[src/rtl/sha256_w_stream_reader_if.sv]
// Handshake bundle between the block loader, the schedule reader and the round stage.
// The master view belongs to the schedule reader; the slave view belongs to its environment.
interface sha256_w_stream_reader_if;
    logic         blk_valid;
    logic         blk_ready;
    logic [511:0] blk_in;
    logic         w_valid;
    logic         w_ready;
    logic [31:0]  w_out;
    logic [5:0]   w_idx;
    logic         w_last;
    logic         busy;

    modport master (
        input  blk_valid, blk_in, w_ready,
        output blk_ready, w_valid, w_out, w_idx, w_last, busy
    );

    modport slave (
        output blk_valid, blk_in, w_ready,
        input  blk_ready, w_valid, w_out, w_idx, w_last, busy
    );
endinterface

[src/rtl/sha256_w_stream_reader.sv]
// SHA-256 message schedule reader: loads one padded block and streams W_0..W_(ROUNDS-1)
// from a 16-word sliding window that is expanded on each accepted transfer.
module sha256_w_stream_reader #(
    parameter int ROUNDS = 64
) (
    input  logic                             CLK,
    input  logic                             RST,
    sha256_w_stream_reader_if.master         bus
);

    typedef enum logic [0:0] {
        ST_IDLE = 1'b0,
        ST_RUN  = 1'b1
    } state_e;

    localparam logic [5:0] LAST_IDX = 6'(ROUNDS - 1);

    state_e      state_q, state_d;
    logic [31:0] window_q [16];
    logic [31:0] window_d [16];
    logic [5:0]  count_q, count_d;
    logic        xfer_s;

    function automatic logic [31:0] sigma0(input logic [31:0] x);
        return {x[6:0], x[31:7]} ^ {x[17:0], x[31:18]} ^ {3'b000, x[31:3]};
    endfunction

    function automatic logic [31:0] sigma1(input logic [31:0] x);
        return {x[16:0], x[31:17]} ^ {x[18:0], x[31:19]} ^ {10'b00_0000_0000, x[31:10]};
    endfunction

    // Next-state: block load in IDLE, window shift plus expansion on each RUN transfer.
    always_comb begin
        state_d  = state_q;
        window_d = window_q;
        count_d  = count_q;
        xfer_s   = 1'b0;
        case (state_q)
            ST_IDLE: begin
                if (bus.blk_valid) begin
                    for (int i = 0; i < 16; i++) begin
                        window_d[i] = bus.blk_in[32*(15-i) +: 32];
                    end
                    count_d = 6'd0;
                    state_d = ST_RUN;
                end else begin
                    state_d = ST_IDLE;
                end
            end
            ST_RUN: begin
                xfer_s = bus.w_ready;
                if (xfer_s) begin
                    for (int i = 0; i < 15; i++) begin
                        window_d[i] = window_q[i+1];
                    end
                    window_d[15] = sigma1(window_q[14]) + window_q[9]
                                 + sigma0(window_q[1]) + window_q[0];
                    // The final transfer returns count to zero instead of wrapping past the end.
                    if (count_q == LAST_IDX) begin
                        count_d = 6'd0;
                        state_d = ST_IDLE;
                    end else begin
                        count_d = count_q + 6'd1;
                        state_d = ST_RUN;
                    end
                end else begin
                    state_d = ST_RUN;
                end
            end
            default: begin
                state_d = ST_IDLE;
            end
        endcase
    end

    // State, window and counter registers with synchronous reset.
    always_ff @(posedge CLK) begin
        if (RST) begin
            state_q <= ST_IDLE;
            count_q <= 6'd0;
            for (int i = 0; i < 16; i++) begin
                window_q[i] <= 32'h0000_0000;
            end
        end else begin
            state_q  <= state_d;
            count_q  <= count_d;
            window_q <= window_d;
        end
    end

    assign bus.blk_ready = (state_q == ST_IDLE);
    assign bus.w_valid   = (state_q == ST_RUN);
    assign bus.busy      = (state_q == ST_RUN);
    assign bus.w_out     = window_q[0];
    assign bus.w_idx     = count_q;
    assign bus.w_last    = (state_q == ST_RUN) && (count_q == LAST_IDX);

endmodule

[src/flat_wrapper.sv]
// flat-port wrapper written by rule: the top's interface ports become plain ports
module sha256_w_stream_reader_flat 
#(
    parameter int ROUNDS = 64
)
  (CLK, RST, bus_blk_valid, bus_blk_in, bus_w_ready, bus_blk_ready, bus_w_valid, bus_w_out, bus_w_idx, bus_w_last, bus_busy);
  sha256_w_stream_reader_if bus_i ();
  input  logic CLK;
  input  logic RST;
  input wire logic [$bits(bus_i.blk_valid)-1:0] bus_blk_valid;
  input wire logic [$bits(bus_i.blk_in)-1:0] bus_blk_in;
  input wire logic [$bits(bus_i.w_ready)-1:0] bus_w_ready;
  output wire logic [$bits(bus_i.blk_ready)-1:0] bus_blk_ready;
  output wire logic [$bits(bus_i.w_valid)-1:0] bus_w_valid;
  output wire logic [$bits(bus_i.w_out)-1:0] bus_w_out;
  output wire logic [$bits(bus_i.w_idx)-1:0] bus_w_idx;
  output wire logic [$bits(bus_i.w_last)-1:0] bus_w_last;
  output wire logic [$bits(bus_i.busy)-1:0] bus_busy;
  assign bus_i.blk_valid = bus_blk_valid;
  assign bus_i.blk_in = bus_blk_in;
  assign bus_i.w_ready = bus_w_ready;
  assign bus_blk_ready = bus_i.blk_ready;
  assign bus_w_valid = bus_i.w_valid;
  assign bus_w_out = bus_i.w_out;
  assign bus_w_idx = bus_i.w_idx;
  assign bus_w_last = bus_i.w_last;
  assign bus_busy = bus_i.busy;
  sha256_w_stream_reader #(.ROUNDS(ROUNDS)) u_core (.CLK(CLK), .RST(RST), .bus(bus_i));
endmodule
[config.mk]
export PLATFORM = sky130hd
export DESIGN_NAME = sha256_w_stream_reader_flat
export DESIGN_NICKNAME = d
export VERILOG_FILES = /design/src/rtl/sha256_w_stream_reader_if.sv /design/src/rtl/sha256_w_stream_reader.sv /design/src/flat_wrapper.sv
export SDC_FILE = /design/constraint.sdc
export NUM_CORES = 1
export LEC_CHECK = 0
export ABC_AREA = 1
export BUFFER_PORTS_ARGS = -buffer_cell sky130_fd_sc_hd__buf_2
export CORE_MARGIN = 8
export CORE_UTILIZATION = 55
export CTS_CLUSTER_DIAMETER = 80
export DETAILED_ROUTE_END_ITERATION = 16
export PLACE_DENSITY = 0.8
export SETUP_SLACK_MARGIN = 0.15
export SKIP_CTS_REPAIR_TIMING = 1
export SLEW_MARGIN = 15
export SYNTH_ARGS = -nofsm -noshare
export SYNTH_HDL_FRONTEND = slang
export SYNTH_SLANG_ARGS = --single-unit
[constraint.sdc]
create_clock -name CLK -period 3.7 [get_ports CLK]
set_clock_uncertainty 0.1 [all_clocks]
set_input_delay 0.74 -clock CLK [delete_from_list [all_inputs] [get_ports CLK]]
set_output_delay 0.74 -clock CLK [all_outputs]
set_load 0.02 [all_outputs]
==> impl_metrics.yaml, run 1 <==
timing:
  holdWs_ns: 0.283
  setup_viol: 0
  setup_ws_ns: 0.155
  tightest_slew_ns: 1.26
  fmax_mhz: 282
  finalHoldViolCount: 0
  rsz0062_at_grt: "yes"
  slew_headroom_pct: 15.8
  tns_ns: 0
  fin_crit_ns: 3.54
  timing.final.crit_share_pct: 95.8
  drv_slew: 0
worst_hold_path:
  hold_class: "primary input to flop"
synth:
  avgSynthCellArea_um2: 7.20
  ys.flop_type: "dfxtp_1"
  yosys_warnings: 0
  ys_ff_latch: 519
  synth.area.top_cells: "dfxtp_1 38%, nand2_1 17%, a31oi_1 11%"
  synth_area_leader_cell: "dfxtp_1"
  synth-edff-count: 0
  yosysTopAreaCellShare_pct: 38.4
  postSynthCellCount: 3752
  seq_area_frac_synth_pct: 38.4
  syn-num-nets: 4362
  synth.distinct_cells: 36
  syn_area_mm2: 0.0270
  synth-async-reset-ratio_pct: 0
clock_tree:
  clockBufferDepth: 3
  clk_pin_slew_ns: 0.06
  cts_buffers: 53
  clk_latency_ns: 0.61
  numClockSinks: 519
  htreeDepth: 2
  cts_tree: "built"
  cts-root-buf: "clkbuf_16"
floorplanning:
  io_pins: 558
  core_mm2: 0.0487
  die_y_um: 238
  die_width_um: 238
  initial_utilization_pct: 55.5
  dieArea_mm2: 0.0565
  rows: 81
placed_design:
  placement.setup.worst_slack_ns: -0.305
  dp_hpwl_um: 79500
  dp_cells: 4752
  gp_congestion: 0.955
  io_buffers: 557
route:
  viasPerCell: 5.83
  wl_um: 106000
  routedWlPerCell_um: 21.8
  drt-initial-drc-count: 3569
  dr.pass1.iters: 8
  antenna_left: 0
  vias: 28400
  drc: 0
final_layout:
  finalNonFillerCells: 4869
  syn2layout_area_growth_pct: 21.6
  nets: 4766
  drive_gt1_share_pct: 23.4
global_route:
  grt_max_degree: 236
  first_global_vias: 26000
  antenna_found_initial: 7
  overflow: 0
  grt_pass1_wl_um: 154000
  grt.total_usage_pct: 35.1
power_and_ir_drop:
  pwr_density_cell_mw_per_mm2: 668
  p_leak_nw: 14.6
  vdd.ir_drop.worst_mv: 0.383
  p_total_mw: 22.0
critical_path:
  critPathMaxFanout: 4
  startpoint_type: "flop"
  r2r_start: "u_core.window_q[478]"
  worst-r2r-setup-slack_ns: 0.16
  cp-end-kind: "flop"
  endpoint: "u_core.window_q[26]"
  r2r_end: "u_core.window_q[26]"
  crit_required_ns: 4.07
  reg2reg_depth: 19
  crit_start: "u_core.window_q[478]"
  path_class: "flop to flop"
  cp.arrival_ns: 3.92
run:
  max_cap_viol_count: 0
outcome:
  status: "finished, final reports clean"
[per-layer routing]
metal  wire, um  track usage (%)  up-vias
li1           -                -    13300
met1      41700             46.3    13200
met2      47400             54.2     1600
met3      10800             7.16      292
met4       6020             17.7        2
met5         14                0        -
[critical path: stages, from the launching register on]
cell,delay (ns)
dfxtp_2,0.35
buf_4,0.15
xnor2_2,0.14
xor2_1,0.15
inv_1,0.07
fa_1,0.50
inv_1,0.05
fa_1,0.48
inv_1,0.07
ha_4,0.30
nand2_1,0.08
inv_2,0.09
nand2_2,0.09
nor3_4,0.24
and2_4,0.19
nand2_4,0.07
nand2_1,0.09
nand2_1,0.07
nand3_2,0.07
a21oi_2,0.07
[cell usage in the layout (no fill, tap or decap), types with 6 or more instances in the layout]
cell,instances
nand2_1,1152
buf_2,557
a31oi_1,483
dfxtp_1,477
o21ai_0,459
inv_1,259
buf_4,97
o21ai_1,87
fa_1,61
xnor2_1,58
clkbuf_16,54
xor2_1,48
nand2_2,46
nand3_1,32
a21oi_1,32
nor2_1,28
ha_4,23
dfxtp_4,22
dfxtp_2,20
xnor2_2,19
inv_2,18
a21oi_2,18
nor2_2,17
buf_12,16
clkbuf_1,15
clkbuf_8,13
nand2_4,11
nand3_2,11
diode_2,8
ha_1,6
clkinv_2,6
[cell families (layout without fill, tap and decap cells)]
kind of cell	Yosys count	in the layout	share of synthesized area, %
adder cells (fa/ha/maj)	94	94	6.07
buffers and inverters	604	1049	9.86
other	0	8	0
AND/OR/NAND/NOR	1316	1316	18.9
flip-flops	519	519	38.4
XOR/XNOR	130	130	4.21
AO/OA/AOI/OAI	1089	1089	22.5
[area by class of cell]
| type | count | area, um2 |
|---|---|---|
| well taps | 664 | 831 |
| inverters | 281 | 1070 |
| clock buffers | 82 | 1590 |
| flip-flops and latches | 519 | 10500 |
| clock inverters | 14 | 133 |
| fillers | 4231 | 15900 |
| diodes | 8 | 20.0 |
| repair buffers | 672 | 3860 |
| multi-input cells | 2629 | 14900 |
[per-stage QoR]
step,utilization [%],area (um2)
4_1_cts,65.1,31800
3_5_place_dp,61.6,30000
3_3_place_gp,61.6,30000
6_report,67.4,32900
5_1_grt,67.4,32800
2_1_floorplan,-,27000
[sequential cells by signal (all words and copies together), names as in the netlist]
signal            count
u_core.window_q     480
u_core.bus.w_out     32
u_core.bus.w_idx      6
u_core.bus.busy       1
[report_power, final]
group          total [mW]  switching (mW)  internal, mW
clock                5.35            2.38          2.97
sequential           6.75           0.584          6.17
combinational        9.85            5.95          3.90
total                22.0            8.92          13.0
[how the worst min path moves through the flow]
stage / start / to / slack (ns) / cells after the start
floorplan: u_core.window_q[68] / u_core.window_q[100] / 0.35 / 2
global placement: u_core.window_q[389] / u_core.window_q[421] / 0.35 / 2
detailed placement: u_core.window_q[403] / u_core.window_q[435] / 0.36 / 2
CTS: bus_blk_in[288] / u_core.window_q[288] / 0.26 / 3
global route: bus_blk_in[93] / u_core.window_q[93] / 0.29 / 3
finish: bus_blk_in[47] / u_core.window_q[47] / 0.28 / 3
[synthesized netlist by cell type, types with 2 or more instances]
| library cell | count |
|---|---|
| o21ai_1 | 84 |
| nand3_2 | 5 |
| a21oi_1 | 50 |
| xor2_1 | 49 |
| fa_1 | 62 |
| and2_1 | 2 |
| nor3_1 | 6 |
| nor2_1 | 43 |
| inv_2 | 9 |
| xnor2_1 | 81 |
| a21o_1 | 3 |
| nand3_1 | 39 |
| o21bai_1 | 4 |
| nand3b_1 | 2 |
| nand2_1 | 1196 |
| ha_1 | 32 |
| buf_2 | 189 |
| nand2_4 | 2 |
| dfxtp_1 | 519 |
| nor3_2 | 2 |
| inv_1 | 271 |
| buf_4 | 41 |
| clkbuf_1 | 91 |
| nand2_2 | 12 |
| o21ai_0 | 462 |
| a31oi_1 | 483 |
| nor2_2 | 4 |
No activity file was read; power rests on OpenSTA's default activity.
==> run 2: changes to the inputs <==
Settings changed: CORE_UTILIZATION 55 to 50, PLACE_DENSITY 0.8 to 0.74.
==> run 2 against run 1 <==
Compared with the run above: die area grew 9.3%; maximum frequency shrank 1.6%; first-iteration DRC count down 8.9%; total power fell by 0.15%; sequential share of layout area decreased by 0.29 points; flip-flop and latch count stayed put; via count is 2.0% lower; global-route usage is 2.8 points lower; setup slack got worse by 0.058 ns; design area increased by 0.57%; critical endpoint is now u_core.window_q[31]; largest cell class unchanged; largest power group unchanged.
==> impl_metrics.yaml, run 2 (synthesis gave the netlist of run 1 again) <==
outcome:
  status: "finished, final reports clean"
floorplanning:
  dieArea_mm2: 0.0618
  die_width_um: 249
  rows: 85
  io_pins: 558
  die_y_um: 249
  core_mm2: 0.0536
  initial_utilization_pct: 50.4
critical_path:
  cpPeakStageDelay_ns: 0.53
  crit_required_ns: 4.13
  worst_path_most_repeated_cell: "nand2_2"
  cp-end-kind: "flop"
  crit_path_top_delay_cell: "dfxtp_1"
  r2r_start: "u_core.window_q[32]"
  reg2reg_depth: 16
  cp.arrival_ns: 4.03
  cp_num_buf_inv: 2
  critPathMaxFanout: 5
  path_class: "flop to flop"
  crit_chain: "xnor2_1 > xnor2_1 > fa_1 > inv_1 > fa_1 > inv_1 > ha_1 > nand2_2 > nor2_4 > and2_1 > nand2_2 > nand2_2 > nand2_2 > nand3_2 > nand3_1 > a21oi_1"
  path_delay_family: "adder cells"
  r2r_end: "u_core.window_q[31]"
  startpoint_type: "flop"
  worst-r2r-setup-slack_ns: 0.1
clock_tree:
  cts_buffers: 55
  numClockSinks: 519
  clockBufferDepth: 3
  cts-root-buf: "clkbuf_16"
  htreeDepth: 2
  clk_pin_slew_ns: 0.07
  clk_latency_ns: 0.63
  cts_tree: "built"
global_route:
  first_global_vias: 25600
  grt_max_degree: 205
  grt_pass1_wl_um: 155000
  antenna_found_initial: 13
  grt.total_usage_pct: 32.2
  overflow: 0
placed_design:
  dp_hpwl_um: 80900
  dp_cells: 4807
  gp_congestion: 1.01
  io_buffers: 557
  placed_cell_area_mm2: 0.0303
route:
  vias: 27800
  wl_um: 107000
  antenna_left: 0
  dr.pass1.iters: 6
  drt-initial-drc-count: 3252
  viasPerCell: 5.65
  routedWlPerCell_um: 21.8
  drc: 0
power_and_ir_drop:
  p_seq_share_pct: 30.7
  p_int_mw: 13.2
  p_leak_nw: 14.7
  p_sw_mw: 8.77
  pwr_density_cell_mw_per_mm2: 663
  switching_share_pct: 40.0
  power_frac_comb_pct: 43.9
  vdd.ir_drop.worst_mv: 0.481
  pwr-share-clk_pct: 25.4
final_layout:
  drive_gt1_share_pct: 22.8
  seqCellArea_mm2: 0.0105
  finalNonFillerCells: 4929
  final_cell_area_mm2: 0.0330
  final_cell_mix: "1168 x nand2_1, 557 x buf_2, 488 x dfxtp_1, 483 x a31oi_1, 459 x o21ai_0"
  layout_commonest_cell: "nand2_1"
  multi_input_area_mm2: 0.0148
  syn2layout_area_growth_pct: 22.3
  top_register: "u_core.window_q"
  largest_reg_flops: 480
  nFillCells: 5032
  nets: 4784
timing:
  tightest_slew_ns: 1.01
  finalHoldViolCount: 0
  drv_slew: 0
  rsz0062_at_grt: "yes"
  slew_headroom_pct: 32.7
  timing.final.crit_share_pct: 97.4
  fin_crit_ns: 3.60
  fmax_mhz: 278
  setup_viol: 0
worst_hold_path:
  hold_depth: 3
  worstHoldEndpoint: "u_core.window_q[146]"
  hold_class: "primary input to flop"
  hp-start: "bus_blk_in[146]"
run:
  max_cap_viol_count: 0
==> run 2: cell types whose count changed in the layout (fill, tap and decap cells not counted), moves of 7 or more <==
cell and delta:
dfxtp_4 -9, dfxtp_1 +11, nand2_1 +16, buf_4 +12
nor2_1 +7, inv_2 -7, nor2_2 -8, nand2_2 -9
nand2_4 -7, inv_1 +8
==> run 2: cell type report <==
class / count / share of cell area (%)
Antenna cell: 13 / 0.0984
Clock inverter: 19 / 0.469
Multi-Input combinational cell: 2629 / 44.7
Tap cell: 696 / 2.63
Inverter: 281 / 3.24
Clock buffer: 84 / 5.05
Timing Repair Buffer: 688 / 12.2
Sequential cell: 519 / 31.7
==> run 2: through the flow <==
step                      worst slack, ns  hold WS, ns  power, mW  setup TNS (ns)  util (%)
after CTS                         -0.0678        0.247       20.4          -0.211      59.9
after detailed placement          -0.0157        0.357       14.9         -0.0157      56.5
after global routing              -0.0175        0.260       23.1         -0.0314      61.6
final                              0.0975        0.267       21.9               0      61.7
after global placement            -0.0301        0.353       14.9         -0.0301      56.5
after floorplan                     0.370        0.347       11.9               0         -
==> run 2: power groups by stage <==
stage | Sequential, mW | Clock [mW] | Combinational (mW)
6_report | 6.74 | 5.57 | 9.62
5_1_grt | 6.78 | 5.81 | 10.5
4_1_cts | 6.68 | 5.57 | 8.17
3_5_place_dp | 6.80 | 0 | 8.12
3_3_place_gp | 6.79 | 0 | 8.08
2_1_floorplan | 6.55 | 0 | 5.37
==> run 2: worst max-delay path by stage <==
| stage | from | endpoint | slack, ns | cells past startpoint |
|---|---|---|---|---|
| after floorplan | u_core.window_q[456] | u_core.window_q[25] | 0.37 | 18 |
| after global placement | u_core.window_q[448] | u_core.window_q[26] | -0.03 | 18 |
| after detailed placement | u_core.window_q[470] | u_core.window_q[24] | -0.02 | 19 |
| after CTS | u_core.window_q[474] | u_core.window_q[30] | -0.07 | 20 |
| after global routing | u_core.window_q[477] | u_core.window_q[28] | -0.02 | 20 |
| final | u_core.window_q[32] | u_core.window_q[31] | 0.1 | 16 |
==> run 2: per-layer routing <==
layer,vias to the layer above,track usage [%],part of all wire (%)
li1,13300,-,-
met4,0,15.3,4.9
met2,1348,49.5,45
met3,243,8.29,10
met1,12900,42.1,40
met5,-,0,0
==> run 2: tightest hold or removal path, delay by kind of cell <==
| family | cells | cell delay, ns |
|---|---|---|
| AO/OA/AOI/OAI | 1 | 0.07 |
| buffers and inverters | 1 | 0.09 |
| AND/OR/NAND/NOR | 1 | 0.05 |
